### config.mk
export PLATFORM = sky130hd
export DESIGN_NAME = char_hit_detector
export DESIGN_NICKNAME = d
export VERILOG_FILES = /design/src/rtl/hit_pkg.sv /design/src/rtl/frame_tick_counter.sv /design/src/rtl/char_hit_detector.sv
export SDC_FILE = /design/constraint.sdc
export NUM_CORES = 1
export LEC_CHECK = 0
export ABC_AREA = 1
export CAP_MARGIN = 20
export CELL_PAD_IN_SITES_DETAIL_PLACEMENT = 0
export CELL_PAD_IN_SITES_GLOBAL_PLACEMENT = 1
export CORE_AREA = 2 2 54 56
export CTS_CLUSTER_SIZE = 28
export DETAILED_ROUTE_END_ITERATION = 8
export DIE_AREA = 0 0 56 58
export PLACE_DENSITY_LB_ADDON = 0.25
export SLEW_MARGIN = 15
export SYNTH_ARGS = -nofsm -noshare
export SYNTH_HDL_FRONTEND = slang
export SYNTH_HIERARCHICAL = 1
export SYNTH_SLANG_ARGS = --single-unit
### constraint.sdc
create_clock -name clk -period 2.7 [get_ports clk]
set_clock_uncertainty 0.2 [all_clocks]
set_input_delay 0.27 -clock clk [delete_from_list [all_inputs] [get_ports clk]]
set_output_delay 0.27 -clock clk [all_outputs]
set_load 0.05 [all_outputs]
### src/rtl/hit_pkg.sv
// Shared types and default frame counts for the character collision detector.
package hit_pkg;

    typedef enum logic [1:0] {
        ARMED  = 2'd0,
        FROZEN = 2'd1,
        GRACE  = 2'd2
    } hit_st_t;

    localparam int unsigned DELAY_FRAMES_DEF = 60;
    localparam int unsigned GRACE_FRAMES_DEF = 30;
    localparam int unsigned CNT_W_DEF        = 8;

endpackage

### src/rtl/frame_tick_counter.sv
// Frame counter that advances on frame starts and flags when it sits on a terminal value.
module frame_tick_counter
    import hit_pkg::*;
#(
    parameter int unsigned CNT_W = CNT_W_DEF
) (
    input  logic             clk,
    input  logic             reset,
    input  logic             i_clear,
    input  logic             i_advance,
    input  logic [CNT_W-1:0] i_term,
    output logic             o_at_term_c
);

    logic [CNT_W-1:0] r_cnt;

    // Clear wins over advance so a state change always restarts from zero.
    always_ff @(posedge clk or posedge reset) begin
        if (reset) begin
            r_cnt <= '0;
        end else if (i_clear) begin
            r_cnt <= '0;
        end else if (i_advance) begin
            r_cnt <= r_cnt + CNT_W'(1);
        end
    end

    assign o_at_term_c = (r_cnt == i_term);

endmodule

### src/rtl/char_hit_detector.sv
// Turns per-pixel character/bubble overlap into a frame-aligned hit pulse, paces the
// frozen period with counter ticks and provides a post-respawn invulnerability window.
module char_hit_detector
    import hit_pkg::*;
#(
    parameter int unsigned DELAY_FRAMES = DELAY_FRAMES_DEF,
    parameter int unsigned GRACE_FRAMES = GRACE_FRAMES_DEF,
    parameter int unsigned CNT_W        = CNT_W_DEF
) (
    input  logic clk,
    input  logic reset,
    input  logic startOfFrame,
    input  logic charDrawingRequest,
    input  logic bubbleDrawingRequest,
    input  logic charStart,
    output logic charHit,
    output logic counter,
    output logic invulnerable
);

    localparam logic [CNT_W-1:0] DELAY_TERM = CNT_W'(DELAY_FRAMES - 1);
    localparam logic [CNT_W-1:0] GRACE_TERM = CNT_W'(GRACE_FRAMES - 1);

    hit_st_t          r_state;
    hit_st_t          w_state_nxt;
    logic             r_hit_flag;
    logic             w_hit_flag_nxt;
    logic             r_char_start_q;
    logic             w_collide;
    logic             w_frame_done;
    logic             w_cs_rise;
    logic             w_cs_fall;
    logic             w_char_hit_nxt;
    logic             w_counter_nxt;
    logic             w_cnt_clear;
    logic             w_cnt_adv;
    logic             w_at_term;
    logic [CNT_W-1:0] w_term;

    assign w_collide    = charDrawingRequest & bubbleDrawingRequest;
    assign w_frame_done = r_hit_flag | w_collide;
    assign w_cs_rise    = charStart & ~r_char_start_q;
    assign w_cs_fall    = ~charStart & r_char_start_q;

    frame_tick_counter #(
        .CNT_W (CNT_W)
    ) u_frame_cnt (
        .clk         (clk),
        .reset       (reset),
        .i_clear     (w_cnt_clear),
        .i_advance   (w_cnt_adv),
        .i_term      (w_term),
        .o_at_term_c (w_at_term)
    );

    // Next-state, sticky hit flag and next pulse values.
    always_comb begin
        w_state_nxt    = r_state;
        w_hit_flag_nxt = 1'b0;
        w_char_hit_nxt = 1'b0;
        w_counter_nxt  = 1'b0;
        w_cnt_clear    = 1'b0;
        w_cnt_adv      = 1'b0;
        w_term         = GRACE_TERM;
        case (r_state)
            ARMED: begin
                if (!charStart) begin
                    w_state_nxt = FROZEN;
                    w_cnt_clear = 1'b1;
                end else if (startOfFrame) begin
                    if (w_frame_done) begin
                        w_char_hit_nxt = 1'b1;
                        w_state_nxt    = FROZEN;
                        w_cnt_clear    = 1'b1;
                    end
                end else begin
                    w_hit_flag_nxt = w_frame_done;
                end
            end
            FROZEN: begin
                w_term = DELAY_TERM;
                // A respawn request beats a tick landing on the same cycle.
                if (w_cs_rise) begin
                    w_state_nxt = GRACE;
                    w_cnt_clear = 1'b1;
                end else if (startOfFrame) begin
                    if (w_at_term) begin
                        w_counter_nxt = 1'b1;
                        w_cnt_clear   = 1'b1;
                    end else begin
                        w_cnt_adv = 1'b1;
                    end
                end
            end
            GRACE: begin
                if (w_cs_fall) begin
                    w_state_nxt = FROZEN;
                    w_cnt_clear = 1'b1;
                end else if (startOfFrame) begin
                    if (w_at_term) begin
                        w_state_nxt = ARMED;
                        w_cnt_clear = 1'b1;
                    end else begin
                        w_cnt_adv = 1'b1;
                    end
                end
            end
            default: begin
                w_state_nxt = GRACE;
                w_cnt_clear = 1'b1;
            end
        endcase
    end

    always_ff @(posedge clk or posedge reset) begin
        if (reset) begin
            r_state        <= GRACE;
            r_hit_flag     <= 1'b0;
            r_char_start_q <= 1'b0;
            charHit        <= 1'b0;
            counter        <= 1'b0;
            invulnerable   <= 1'b1;
        end else begin
            r_state        <= w_state_nxt;
            r_hit_flag     <= w_hit_flag_nxt;
            r_char_start_q <= charStart;
            charHit        <= w_char_hit_nxt;
            counter        <= w_counter_nxt;
            invulnerable   <= (w_state_nxt == GRACE);
        end
    end

endmodule
==> results of run 1 <==
==> how the worst max path moves through the flow <==
| stage | from | slack, ns | cells past startpoint | endpoint |
|---|---|---|---|---|
| after CTS | r_state[1] | 0.15 | 15 | u_frame_cnt/r_cnt[4] |
| after detailed placement | r_state[1] | 0.17 | 15 | u_frame_cnt/r_cnt[4] |
| after global placement | r_state[1] | 0.22 | 17 | u_frame_cnt/r_cnt[5] |
| final | r_state[1] | 0.30 | 14 | u_frame_cnt/r_cnt[4] |
| after floorplan | r_state[1] | 0.31 | 14 | u_frame_cnt/r_cnt[4] |
| after global routing | r_state[1] | 0.02 | 17 | u_frame_cnt/r_cnt[5] |
==> Yosys cell counts (all sizes together) <==
cell / instances / share of area
a21oi: 3 / 0.015
inv: 24 / 0.090
conb: 2 / 0.0075
nand4: 2 / 0.012
o21bai: 1 / 0.0075
ha: 5 / 0.063
xnor2: 1 / 0.0088
nand3: 8 / 0.045
o211ai: 1 / 0.0075
nor3: 1 / 0.0050
dfrtp: 13 / 0.32
nor2: 22 / 0.11
xor2: 8 / 0.070
dfstp: 2 / 0.052
nor3b: 1 / 0.0075
o21ai: 3 / 0.015
nand2: 39 / 0.15
nand3b: 1 / 0.0075
==> critical path: cells and delay by family, from the launching register on <==
kind	cells	cell delay [ns]
DFF	1	0.54
adders and majority gates	1	0.21
AOI/OAI and AO/OA	1	0.28
buffers and inverters	2	0.13
and+or+nand+nor	9	0.79
xor gates and xnor gates	1	0.15
==> per-stage QoR <==
step / std cells / hold slack, ns / worst slack, ns / utilization
5_1_grt: 185 / 0.0634 / 0.0177 / 0.444
3_3_place_gp: 181 / 0.357 / 0.219 / 0.430
4_1_cts: 185 / 0.0421 / 0.147 / 0.441
3_5_place_dp: 181 / 0.362 / 0.169 / 0.430
6_report: 185 / 0.0382 / 0.297 / 0.444
2_1_floorplan: 140 / -0.128 / 0.308 / -
==> flip-flops by register name, indices dropped and copies added, names as in the netlist <==
register / count
r_state: 2
charHit: 1
u_frame_cnt/r_cnt: 8
invulnerable: 1
r_char_start_q: 1
counter: 1
r_hit_flag: 1
==> layout make-up <==
cell class | count | area [um^2] | area share
multi-input combinational | 101 | 552 | 0.467
sequential | 15 | 378 | 0.320
timing repair buffer | 10 | 95.1 | 0.0805
inverter | 24 | 90.1 | 0.0763
tap | 31 | 38.8 | 0.0328
clock buffer | 3 | 22.5 | 0.0191
clock inverter | 1 | 5.00 | 0.00424
==> kinds of logic after synthesis <==
| family | Yosys count | synth area share |
|---|---|---|
| simple gates | 74 | 0.339 |
| buf+inv | 24 | 0.0900 |
| flops | 15 | 0.377 |
| xor+xnor | 9 | 0.0788 |
| compound gates | 8 | 0.0450 |
| fa+ha+maj | 5 | 0.0625 |
| other cells | 2 | 0.00750 |
==> what timing repair did <==
action / CTS / global route
hold endpoints to repair: 0 / 0
setup endpoints to repair: 0 / 6
gates resized for setup: 0 / 2
==> power breakdown <==
group	switching, uW	internal (uW)	leakage [uW]
sequential	31.2	266	0.000198
clock	78.9	55.0	0.0000177
combinational	273	167	0.000425
==> routing by layer <==
layer	global-route usage	vias up	wire (um)
met2	0.230	10	938
met3	0.0201	2	53
met4	0.0680	0	16
li1	-	445	-
met1	0.160	357	921
met5	0	-	0
==> results.ini, run 1 <==
[place]
dpl-instance-area_um2 = 1150
portBuffers = 8
gp_congestion = 0.783
dp_hpwl_um = 1530

[synthesis]
synthDistinctLibCells = 23
synth.avg_cell_area_um2 = 7.31
ys_ff_latch = 15
seq_area_frac_synth = 0.377
synth_cells = 137
synth_area_um2 = 1000
yosys_warnings = 6

[cells_and_area]
design_area_um2 = 1180
final_layout_size_suffix_gt1_frac = 0.123
fillerInstances = 276
final_common_cell = nand2_1
diodes = 0
layout_common_cells = nand2_1 (36), inv_1 (23), nor2_1 (18), dfrtp_1 (13)
syn2layout_area_growth_pct = 18.0
finalNetCount = 166

[setup_path]
r2r-start = r_state[1]
worst_setup_path_start_kind = register
r2r-end = u_frame_cnt/r_cnt[4]
r2r_slack_ns = 0.30
reg2reg_depth = 14
crit_path_end_kind = register
cp_max_fo = 6
slowest_stage = dfstp_2
crit_chain = inv_1 -> ha_2 -> inv_1 -> xor2_1 -> nor2_1 -> nand2_1 -> nor2_1 -> nand3b_1 -> a21oi_1 -> nor2_4 -> nor3_1 -> nand2_1 -> nand2_1 -> nor2_1
crit_required_ns = 2.69
cp.arrival_ns = 2.39
slowest_delay_ns = 0.54
path_class = reg -> reg

[cts]
clkLatencyLatePin_ns = 0.29
clk_pin_slew_worst_paths_ns = 0.10
htree_levels = 1
clockBufferDepth = 2
root_buffer = clkbuf_4
cts.sinks = 15
cts_setup_buffers = 0
numCtsBuffers = 3
cts_tree = built
cts_hold_buf = 0

[route]
drt-total-wl_um = 1930
via_count = 814
drcViolationCount = 0
drtIter0Drc = 31
antenna_left = 0
wire_per_inst_um = 10.4
drt_pre_antenna_iters = 4
vias_per_cell = 4.40

[worst_hold_path]
min_path_type = in -> async

[timing]
period_needed_ns = 2.40
timing.final.hold_violations = 0
drv_slew = 0
rsz0062_at_grt = false
setup_viol = 0
fmax_mhz = 416
fin_setup_tns_ns = 0
finalCritPeriodShare = 0.890

[floorplanning]
fp-row-count = 19
io_pins = 9
start_util = 0.376
die-area_um2 = 3250
die_h_um = 58
chipWidth_um = 56
core_um2 = 2660

[global_route]
grt_pass1_vias = 809
antenna_found_initial = 0
grt_use_total = 0.133
overflow = 0
grt_max_degree = 10
grt_pass1_wl_um = 3310

[power_and_ir_drop]
total_power_uw = 871
p_leak_uw = 0.000640
power_density_nw_per_um2 = 738
vdd_drop_max_v = 0.000492

[job]
drv_cap = 0

[outcome]
status = completed

Power figures use the tool's default switching activity.
==> run 2, diff against run 1 <==
--- a/config.mk
+++ b/config.mk
@@ -9,10 +9,10 @@
 export CAP_MARGIN = 20
 export CELL_PAD_IN_SITES_DETAIL_PLACEMENT = 0
 export CELL_PAD_IN_SITES_GLOBAL_PLACEMENT = 1
-export CORE_AREA = 2 2 54 56
+export CORE_AREA = 2 2 56 53
 export CTS_CLUSTER_SIZE = 28
 export DETAILED_ROUTE_END_ITERATION = 8
-export DIE_AREA = 0 0 56 58
+export DIE_AREA = 0 0 58 55
 export PLACE_DENSITY_LB_ADDON = 0.25
 export SLEW_MARGIN = 15
 export SYNTH_ARGS = -nofsm -noshare
==> results.ini, run 2 (synthesized netlist as in run 1, its figures left out) <==
[global_route]
grt_max_degree = 9
overflow = 0
grt_pass1_vias = 792
grt_use_total = 0.144
antenna_found_initial = 0
grt_pass1_wl_um = 3500

[floorplanning]
io_pins = 9
core_um2 = 2610
chipWidth_um = 58
die-area_um2 = 3190
start_util = 0.383
die_h_um = 55
fp-row-count = 18

[timing]
fmax_mhz = 415
worst_pin_slew_ns = 0.497
fin_setup_tns_ns = 0
finalCritPeriodShare = 0.892
period_needed_ns = 2.41
drv_slew = 0
timing.slew.headroom = 0.667
rsz0062_at_grt = false
timing.final.hold_violations = 0
setup_viol = 0

[cts]
clk_pin_slew_worst_paths_ns = 0.10
root_buffer = clkbuf_4
cts_setup_buffers = 0
htree_levels = 1
cts_hold_buf = 0
clkLatencyLatePin_ns = 0.28
cts.repair.resized = 0
numCtsBuffers = 3
cts_tree = built
clockBufferDepth = 2
cts.sinks = 15

[cells_and_area]
post-route-util = 0.454
largest_reg_flops = 8
syn2layout_area_growth_pct = 18.5
instances_no_fill = 184
final_common_cell = nand2_1
finalNetCount = 166
regMostFlops = u_frame_cnt/r_cnt
fillerInstances = 278
biggestRegsByFlops = u_frame_cnt/r_cnt: 8 flops, r_state: 2 flops
diodes = 0
final_layout_size_suffix_gt1_frac = 0.123
layout_common_cells = nand2_1 (36), inv_1 (23), nor2_1 (17), dfrtp_1 (13)

[setup_path]
path_class = reg -> reg
r2r-end = u_frame_cnt/r_cnt[4]
crit_chain = inv_1 -> ha_2 -> xor2_1 -> nor2_1 -> nand2_1 -> nor2_2 -> nand2_2 -> o211ai_1 -> nand2_1 -> nand3_2 -> nor2_4 -> nor3_1 -> nand2_1 -> nand2_1 -> nor2_1
crit_top_cell = nand2_1
reg2reg_depth = 15
r2r-start = r_state[1]
worst_setup_path_start_kind = register
crit_required_ns = 2.68
slowest_stage = dfstp_2
slowest_delay_ns = 0.54
crit_path_end_kind = register
cp_max_fo = 6
cp.arrival_ns = 2.39
r2r_slack_ns = 0.29

[place]
dp_hpwl_um = 1500
portBuffers = 8
dp_cells = 180
gp_congestion = 0.891

[worst_hold_path]
min_path_type = in -> async

[route]
drcViolationCount = 0
vias_per_cell = 4.34
wire_per_inst_um = 10.5
drt-total-wl_um = 1940
drtIter0Drc = 14
antenna_left = 0
via_count = 798
drt_pre_antenna_iters = 4

[power_and_ir_drop]
vdd_drop_max_v = 0.000387
total_power_uw = 878
p_leak_uw = 0.000638
power_density_nw_per_um2 = 741

[outcome]
status = completed

[job]
drv_cap = 0

## run 2: cell types whose count changed in the layout (fill, tap and decap cells not counted), sizes merged
cell / before / now
clkbuf: 3 / 4
clkinv: 1 / 0
## run 2: critical path: cells and delay by family (launching register included)
family,cells,cell delay (ns)
xor gates and xnor gates,1,0.15
buffers and inverters,1,0.06
AOI/OAI and AO/OA,1,0.11
DFF,1,0.54
adders and majority gates,1,0.21
and+or+nand+nor,11,1.05
## run 2: worst max-delay path by stage
stage,end,slack [ns],startpoint,cells past startpoint
floorplan,u_frame_cnt/r_cnt[4],0.31,r_state[1],14
global placement,u_frame_cnt/r_cnt[4],0.22,r_state[1],16
detailed placement,u_frame_cnt/r_cnt[5],0.19,r_state[1],16
CTS,u_frame_cnt/r_cnt[4],0.10,r_state[1],15
global route,u_frame_cnt/r_cnt[3],0.01,r_state[1],15
finish,u_frame_cnt/r_cnt[4],0.29,r_state[1],15
## run 2: per-layer routing
| metal | GRT usage | vias to the layer above | share of wire |
|---|---|---|---|
| li1 | - | 447 | - |
| met1 | 0.209 | 340 | 0.52 |
| met2 | 0.225 | 11 | 0.43 |
| met3 | 0.0233 | 0 | 0.045 |
| met4 | 0.0349 | 0 | 0 |
| met5 | 0 | - | 0 |
## run 2: final cells by class
cell class                      instances  area [um^2]  area share
Inverter                               24         90.1      0.0759
Multi-Input combinational cell        101          559       0.472
Tap cell                               30         37.5      0.0316
Timing Repair Buffer                   10         95.1      0.0802
Clock buffer                            4         26.3      0.0222
Sequential cell                        15          378       0.319
## run 2: power by group
group	switching, uW	total, uW	leakage, uW	internal (uW)
registers	31.1	297	0.000198	266
logic	279	447	0.000425	169
clock network	76.6	134	0.0000150	57.3
total	386	878	0.000638	492
## run 2: through the flow
stage | hold slack (ns) | area, um^2 | worst slack (ns)
3_3_place_gp | 0.358 | 1140 | 0.221
2_1_floorplan | -0.128 | 1010 | 0.308
3_5_place_dp | 0.360 | 1140 | 0.187
5_1_grt | 0.0731 | 1190 | 0.00966
4_1_cts | 0.0515 | 1170 | 0.105
6_report | 0.0428 | 1190 | 0.291
==> run 3, diff against run 2 <==
==> constraint.sdc (replaced) <==
create_clock -name clk -period 2.7 [get_ports clk]
set_clock_uncertainty 0.2 [all_clocks]
set_input_delay 0.54 -clock clk [delete_from_list [all_inputs] [get_ports clk]]
set_output_delay 0.54 -clock clk [all_outputs]
set_load 0.05 [all_outputs]
==> results of run 3 <==
Same layout as run 2 (identical final DEF). Status: completed.
Among the figures that moved: hold slack 0.0428 ns -> 0.313 ns
